$ cat config.mk
export PLATFORM = sky130hd
export DESIGN_NAME = multiciclo_hs
export DESIGN_NICKNAME = d
export VERILOG_FILES = /design/src/rtl/multiciclo_hs.sv
export SDC_FILE = /design/constraint.sdc
export NUM_CORES = 2
export LEC_CHECK = 0
export CAP_MARGIN = 15
export CORE_UTILIZATION = 65
export CTS_CLUSTER_DIAMETER = 30
export DETAILED_ROUTE_END_ITERATION = 7
export PLACE_DENSITY = 0.93
export REMOVE_ABC_BUFFERS = 1
export SYNTH_ARGS = -nofsm -noshare
export SYNTH_HDL_FRONTEND = slang
export SYNTH_SLANG_ARGS = --single-unit
$ cat constraint.sdc
create_clock -name clockCPU -period 8.48 [get_ports clockCPU]
set_clock_uncertainty 0.15 [all_clocks]
set_input_delay 1.696 -clock clockCPU [delete_from_list [all_inputs] [get_ports clockCPU]]
set_output_delay 1.696 -clock clockCPU [all_outputs]
set_load 0.03 [all_outputs]
$ cat src/rtl/multiciclo_hs.sv
// multiciclo_hs: multicycle RV32I-subset core with a req/ready memory port.
// One unified instruction/data memory sits outside on the handshake port;
// any opcode, funct or alignment fault parks the core in HALT until reset.
//
// state  | meaning
// -------+-----------------------------------------------------------
// FETCH  | request word at PC, wait for mem_ready, latch Instr
// DECODE | latch A/B from the register file and the immediate, vet opcode
// EXEC   | ALU op / address calc / branch / jump / lui
// MEM    | data access at ALUOut, held until mem_ready
// WB     | write ALUOut or MDR to rd, advance PC
// HALT   | trap raised, PC/Instr frozen, no requests
module multiciclo_hs #(
  parameter int unsigned ADDR_W        = 11,
  parameter logic [31:0] RESET_PC      = 32'h0040_0000,
  parameter bit          REG_ZERO_HARD = 1'b1
) (
  input  logic              clockCPU,
  input  logic              reset_n,
  output logic              mem_req,
  output logic              mem_we,
  output logic [ADDR_W-1:0] mem_addr,
  output logic [31:0]       mem_wdata,
  input  logic [31:0]       mem_rdata,
  input  logic              mem_ready,
  input  logic [4:0]        regin,
  output logic [31:0]       regout,
  output logic [31:0]       PC,
  output logic [31:0]       Instr,
  output logic [3:0]        estado,
  output logic              trap
);

  typedef enum logic [3:0] {
    S_FETCH  = 4'd0,
    S_DECODE = 4'd1,
    S_EXEC   = 4'd2,
    S_MEM    = 4'd3,
    S_WB     = 4'd4,
    S_HALT   = 4'd15
  } state_t;

  state_t      state_q, state_d;
  logic [31:0] pc_q, pc_d;
  logic [31:0] ir_q, ir_d;
  logic [31:0] a_q, a_d;
  logic [31:0] b_q, b_d;
  logic [31:0] imm_q, imm_d;
  logic [31:0] alu_q, alu_d;
  logic [31:0] mdr_q, mdr_d;
  logic        trap_q, trap_d;

  logic [31:0] rf_q [32];
  logic        rf_we;
  logic [4:0]  rf_waddr;
  logic [31:0] rf_wdata;

  // instruction fields
  logic [6:0]  opcode, funct7;
  logic [4:0]  rd, rs1, rs2;
  logic [2:0]  funct3;

  assign opcode = ir_q[6:0];
  assign rd     = ir_q[11:7];
  assign funct3 = ir_q[14:12];
  assign rs1    = ir_q[19:15];
  assign rs2    = ir_q[24:20];
  assign funct7 = ir_q[31:25];

  logic is_r, r_legal, is_addi, is_lw, is_sw, is_br, is_jal, is_jalr, is_lui;
  logic legal;

  assign is_r    = (opcode == 7'h33);
  assign r_legal = is_r && (((funct7 == 7'h00) && ((funct3 == 3'd0) || (funct3 == 3'd2) ||
                                                   (funct3 == 3'd6) || (funct3 == 3'd7))) ||
                            ((funct7 == 7'h20) && (funct3 == 3'd0)));
  assign is_addi = (opcode == 7'h13) && (funct3 == 3'd0);
  assign is_lw   = (opcode == 7'h03) && (funct3 == 3'd2);
  assign is_sw   = (opcode == 7'h23) && (funct3 == 3'd2);
  assign is_br   = (opcode == 7'h63) && ((funct3 == 3'd0) || (funct3 == 3'd1));
  assign is_jal  = (opcode == 7'h6F);
  assign is_jalr = (opcode == 7'h67) && (funct3 == 3'd0);
  assign is_lui  = (opcode == 7'h37);
  assign legal   = r_legal | is_addi | is_lw | is_sw | is_br | is_jal | is_jalr | is_lui;

  // register file read ports; x0 forced to zero when hard-wired
  logic [31:0] rs1_val, rs2_val;
  assign rs1_val = (REG_ZERO_HARD && (rs1 == 5'd0)) ? 32'd0 : rf_q[rs1];
  assign rs2_val = (REG_ZERO_HARD && (rs2 == 5'd0)) ? 32'd0 : rf_q[rs2];
  assign regout  = (REG_ZERO_HARD && (regin == 5'd0)) ? 32'd0 : rf_q[regin];

  // immediate selection by instruction format, sign-extended
  logic [31:0] imm_sel;
  always_comb begin
    imm_sel = {{20{ir_q[31]}}, ir_q[31:20]};
    if (is_sw)
      imm_sel = {{20{ir_q[31]}}, ir_q[31:25], ir_q[11:7]};
    else if (is_br)
      imm_sel = {{19{ir_q[31]}}, ir_q[31], ir_q[7], ir_q[30:25], ir_q[11:8], 1'b0};
    else if (is_jal)
      imm_sel = {{11{ir_q[31]}}, ir_q[31], ir_q[19:12], ir_q[20], ir_q[30:21], 1'b0};
    else if (is_lui)
      imm_sel = {ir_q[31:12], 12'd0};
  end

  // R-type ALU result from the operands latched in DECODE
  logic [31:0] r_result;
  always_comb begin
    case (funct3)
      3'd0:    r_result = funct7[5] ? (a_q - b_q) : (a_q + b_q);
      3'd2:    r_result = {31'd0, ($signed(a_q) < $signed(b_q))};
      3'd6:    r_result = a_q | b_q;
      3'd7:    r_result = a_q & b_q;
      default: r_result = a_q + b_q;
    endcase
  end

  logic [31:0] a_plus_imm, pc_plus_4, pc_plus_imm;
  logic        br_taken;
  assign a_plus_imm  = a_q + imm_q;
  assign pc_plus_4   = pc_q + 32'd4;
  assign pc_plus_imm = pc_q + imm_q;
  assign br_taken    = (funct3 == 3'd0) ? (a_q == b_q) : (a_q != b_q);

  // next-state and datapath update for the multicycle sequencer
  always_comb begin
    state_d  = state_q;
    pc_d     = pc_q;
    ir_d     = ir_q;
    a_d      = a_q;
    b_d      = b_q;
    imm_d    = imm_q;
    alu_d    = alu_q;
    mdr_d    = mdr_q;
    trap_d   = trap_q;
    rf_we    = 1'b0;
    rf_waddr = rd;
    rf_wdata = 32'd0;
    case (state_q)
      S_FETCH: begin
        // a misaligned PC never reaches the memory port
        if (pc_q[1:0] != 2'b00) begin
          state_d = S_HALT;
          trap_d  = 1'b1;
        end else if (mem_ready) begin
          ir_d    = mem_rdata;
          state_d = S_DECODE;
        end
      end
      S_DECODE: begin
        a_d   = rs1_val;
        b_d   = rs2_val;
        imm_d = imm_sel;
        if (!legal) begin
          state_d = S_HALT;
          trap_d  = 1'b1;
        end else begin
          state_d = S_EXEC;
        end
      end
      S_EXEC: begin
        if (is_r) begin
          alu_d   = r_result;
          state_d = S_WB;
        end else if (is_addi) begin
          alu_d   = a_plus_imm;
          state_d = S_WB;
        end else if (is_lw || is_sw) begin
          alu_d = a_plus_imm;
          if (a_plus_imm[1:0] != 2'b00) begin
            state_d = S_HALT;
            trap_d  = 1'b1;
          end else begin
            state_d = S_MEM;
          end
        end else if (is_br) begin
          pc_d    = br_taken ? pc_plus_imm : pc_plus_4;
          state_d = S_FETCH;
        end else if (is_jal) begin
          rf_we    = 1'b1;
          rf_wdata = pc_plus_4;
          pc_d     = pc_plus_imm;
          state_d  = S_FETCH;
        end else if (is_jalr) begin
          // bit 1 of the target is left alone; FETCH traps on it
          rf_we    = 1'b1;
          rf_wdata = pc_plus_4;
          pc_d     = a_plus_imm & ~32'd1;
          state_d  = S_FETCH;
        end else if (is_lui) begin
          rf_we    = 1'b1;
          rf_wdata = imm_q;
          pc_d     = pc_plus_4;
          state_d  = S_FETCH;
        end else begin
          state_d = S_HALT;
          trap_d  = 1'b1;
        end
      end
      S_MEM: begin
        if (mem_ready) begin
          if (is_lw) begin
            mdr_d   = mem_rdata;
            state_d = S_WB;
          end else begin
            pc_d    = pc_plus_4;
            state_d = S_FETCH;
          end
        end
      end
      S_WB: begin
        rf_we    = 1'b1;
        rf_wdata = is_lw ? mdr_q : alu_q;
        pc_d     = pc_plus_4;
        state_d  = S_FETCH;
      end
      S_HALT: begin
        state_d = S_HALT;
      end
      default: begin
        state_d = S_HALT;
        trap_d  = 1'b1;
      end
    endcase
  end

  // sequencer and datapath registers
  always_ff @(posedge clockCPU or negedge reset_n) begin
    if (!reset_n) begin
      state_q <= S_FETCH;
      pc_q    <= RESET_PC;
      ir_q    <= 32'd0;
      a_q     <= 32'd0;
      b_q     <= 32'd0;
      imm_q   <= 32'd0;
      alu_q   <= 32'd0;
      mdr_q   <= 32'd0;
      trap_q  <= 1'b0;
    end else begin
      state_q <= state_d;
      pc_q    <= pc_d;
      ir_q    <= ir_d;
      a_q     <= a_d;
      b_q     <= b_d;
      imm_q   <= imm_d;
      alu_q   <= alu_d;
      mdr_q   <= mdr_d;
      trap_q  <= trap_d;
    end
  end

  // register file write port; writes to a hard-wired x0 are dropped
  always_ff @(posedge clockCPU or negedge reset_n) begin
    if (!reset_n) begin
      for (int i = 0; i < 32; i++) rf_q[i] <= 32'd0;
    end else if (rf_we && !(REG_ZERO_HARD && (rf_waddr == 5'd0))) begin
      rf_q[rf_waddr] <= rf_wdata;
    end
  end

  // Memory port decoded from registered state: address/we/wdata come from
  // PC, ALUOut, B and Instr, none of which move while a request waits.
  // Gating with reset_n drops a pending request the instant reset asserts.
  assign mem_req   = reset_n & (((state_q == S_FETCH) && (pc_q[1:0] == 2'b00)) ||
                                (state_q == S_MEM));
  assign mem_we    = (state_q == S_MEM) && is_sw;
  assign mem_addr  = (state_q == S_MEM) ? alu_q[ADDR_W+1:2] : pc_q[ADDR_W+1:2];
  assign mem_wdata = b_q;

  assign PC     = pc_q;
  assign Instr  = ir_q;
  assign estado = state_q;
  assign trap   = trap_q;

endmodule
==> results of run 1 <==
through the flow:
step           setup slack, ps  cell area [um^2]
2_1_floorplan           -10140             76900
3_3_place_gp              1720             82500
3_5_place_dp              1620             82500
4_1_cts                   1520             91100
cell families after synthesis:
logic type / share of synthesized area, %
buffers and inverters: 4.47
xor gates and xnor gates: 1.20
muxes: 24.7
AOI/OAI and AO/OA: 18.0
DFF: 39.2
and+or+nand+nor: 9.79
adders and majority gates: 2.62
per-layer routing:
metal	GRT overflow	track usage, %
met3	23	71.6
met2	40	88.3
met1	20	75.3
met5	7	54.2
met4	24	70.0
==> metrics, run 1 <==
status stopped before the end; last stage reached global routing (5_1_grt); Err [ERROR GRT-0232] Routing congestion too high. Check the congestion heatmap in the GUI.; library cells used by synthesis 102; Post-CTS Resized 0; Main synth FF type dfrtp_1; die width 353 um; Post-synth ARST share 100%; Yosys top cell area share 39.2%; IO Pins 186; Initial Utilization 65.6%; Global Route Usage Sum 76.9%; Yosys reg bits 1253; count leader, synth dfrtp_1; register area share after synthesis 39.2%; dpl cells 9227; Clock Path Buffers 3; grt ovf 114; Post-CTS Setup Bufs 0; antenna violations before repair 60; cell taking the most area after synthesis dfrtp_1; Netlist Area Pre-Place 0.0800 mm^2; CTS Buf Count 237; H-tree lvl count 4; Hold Buf Count CTS 0; GP Congestion 1.01; Post-synth EDFFs 0; synth top area cells dfrtp_1 39%, mux4_2 16%, a21oi_1 6.3%, mux2i_1 5.6%, o21ai_0 3.9%; Ys Warns 0; most frequent cells after synthesis 1252 x dfrtp_1, 1004 x a21oi_1, 798 x nor2_1; port bufs 185; pin count of the biggest net entering global routing 179; Mapped Avg Cell Area 9.96 um^2; Post-DP HPWL 195000 um; clk root buf clkbuf_16; Syn Inst Count 8031; clock sink count 1253; floorplan row count 128; Die Span Y 353 um
==> run 2: changes to the inputs <==
Settings changed: CORE_UTILIZATION 65 to 40, CTS_CLUSTER_DIAMETER 30 to unset, PLACE_DENSITY 0.93 to unset, PLACE_DENSITY_LB_ADDON set to 0.15.
==> metrics, run 2 <==
hold_ws 270 ps; Post-synth EDFFs 0 (unchanged); Layout Nets 7995; pin count of the biggest net entering global routing 171; first-pass GRT wire length 487000 um; Top reg by flops rf_q; Tcrit/Tclk final 80.9%; die area 0.202 mm^2; library cells used by synthesis 102 (unchanged); Routed wire per std cell 32.1 um; Mapped Avg Cell Area 9.96 um^2 (unchanged); Final Util 45.1%; port bufs 185 (unchanged); Yosys top cell area share 39.2% (unchanged); mux share of post-synthesis cell area 24.7% (unchanged); Final Setup Violations 0; Ys Warns 0 (unchanged); clk root buf clkbuf_16; Leak Pwr 34.9 nW; Routed Antenna Nets 0; clk_lat worst skew 840 ps; Post-DP HPWL 216000 um (+11%); most frequent cells in the layout 1241 x dfrtp_1, 1003 x a21oi_1, 794 x nor2_1; worst hold endpoint rf_q[998]; antenna violations before repair 9; Clock Path Buffers 3 (unchanged); Main synth FF type dfrtp_1; Post-CTS Setup Bufs 0 (unchanged); worst reg2reg path depth 11; post-DR vias/cell 6.49; Yosys reg bits 1253 (unchanged); synth top area cells dfrtp_1 39%, mux4_2 16%, a21oi_1 6.3%, mux2i_1 5.6%, o21ai_0 3.9%; Post-CTS Resized 0 (unchanged); cell taking the most area after synthesis dfrtp_1; Netlist Area Pre-Place 0.0800 mm^2 (unchanged); XOR/XNOR Fraction of Synth Area 1.20% (unchanged); floorplan row count 163 (+27%); vias in the first global route 65800; CTS Buf Count 148 (-38%); Iter 0 DRT Violations 8465; Worst EP arrival 5010 ps; Initial Utilization 40.4% (-25 points); startpoint class of the critical path primary input; Worst Path Max Fanout 38; Routed WL 338000 um; Slew Limit Headroom 20.9%; area grow syn2layout 11.6%; Die Span Y 449 um (+27%); register area share after synthesis 39.2% (unchanged); largest family of logic cells by synthesized area multiplexers; Max Freq 146 MHz; Simple-Gate Fraction of Synth Area 9.79% (unchanged); hold crit path type flop to flop; hold wc startpoint rf_q[998]; die width 449 um (+27%); Peak VDD IR 0.000231 V; Global Route Usage Sum 33.0%; RSZ-0062 raised after global routing false; Max-Cap Viols 0; Cells on Worst Hold Path 0; WS Path Type primary input to output port; status finished, final reports clean; clock-pin transition on the worst setup and hold timing paths 60 ps; R2R Path End PC[10]; R2R Setup Slk 3200 ps; Syn Inst Count 8031 (unchanged); CP required 6630 ps; Pins Over Slew Limit 0; count leader, synth dfrtp_1; GP Congestion 0.972 (-3.7%); layout cells sized above 1 16.7%; Synth Area in Compound Gates 18.0% (unchanged); Detailed Routing Iterations Pass 1 6; final hold violations 0; most common cell after layout, fill and taps aside dfrtp_1; reg2reg start a_q[15]; CTS tree built; power per cell area 151 mW/mm^2; Post-Synth Adder-Cell Area 2.62% (unchanged); via count 68500; CP endpoint kind output port; final worst path period need 6860 ps; IO Pins 186 (unchanged); Hold Buf Count CTS 0 (unchanged); clock sink count 1253 (unchanged); max reg flops 1024; DRC Markers 0; H-tree lvl count 4 (unchanged); Slew @ Worst Pin 1190 ps; core footprint 0.198 mm^2; grt ovf 0; most frequent cells after synthesis 1252 x dfrtp_1, 1004 x a21oi_1, 798 x nor2_1; Post-synth ARST share 100% (unchanged)
run 2: layout make-up:
type                            instances  area [um^2]
Antenna cell                            3         7.51
Clock buffer                          205         4300
Clock inverter                         60          746
Fill cell                           18500       109000
Inverter                              128          480
Multi-Input combinational cell       5880        45400
Sequential cell                      1253        31400
Tap cell                             2640         3300
Timing Repair Buffer                  379         3660
run 2: worst max-delay path by stage:
stage | end | slack, ps | startpoint
floorplan | mem_wdata[0] | -10140 | Instr[20]
global placement | regout[15] | 1610 | regin[0]
detailed placement | regout[15] | 1630 | regin[0]
CTS | regout[15] | 1640 | regin[0]
global route | regout[15] | 1570 | regin[0]
finish | regout[15] | 1620 | regin[0]
run 2: logic make-up after synthesis:
family / count (synthesis)
AND/OR/NAND/NOR: 1889
buffers and inverters: 898
XOR/XNOR: 110
AO/OA/AOI/OAI: 2494
multiplexers: 1222
flip-flops: 1253
adder cells (fa/ha/maj): 165
run 2: power breakdown:
| group | leakage (nW) | switching (W) | internal, W |
|---|---|---|---|
| Clock | 2.50 | 0.00279 | 0.00398 |
| Sequential | 17.4 | 0.0000393 | 0.00599 |
| Combinational | 15.0 | 0.000472 | 0.000209 |
| Total | 34.9 | 0.00330 | 0.0102 |
run 2: stage by stage:
step                setup slack, ps  cells  total power [W]  area [um^2]  TNS (ps)
global route                   1570  10500           0.0138        89200         0
floorplan                    -10140   7261          0.00643        76900   -684240
global placement               1610  10300          0.00681        84200         0
detailed placement             1630  10300          0.00682        84200         0
finish                         1620  10500           0.0135        89200         0
CTS                            1640  10500           0.0136        89200         0
run 2: critical path, cell delays in order:
cell             delay (ps)
buf_8                   320
buf_4                   390
mux4_2                  540
mux4_2                  500
mux2i_1                 630
nor2_1                   80
clkdlybuf4s50_1         630
run 2: per-layer routing:
layer  global-route usage (%)  routed length (um)  vias to the layer above
met4                     17.0               19700                       12
met5                        0                  83                        -
li1                         -                   -                    29300
met2                     48.9              147000                     3590
met3                     5.98               29200                      768
met1                     46.2              142000                    34800
Note: power is estimated with default switching activity, not from simulation.
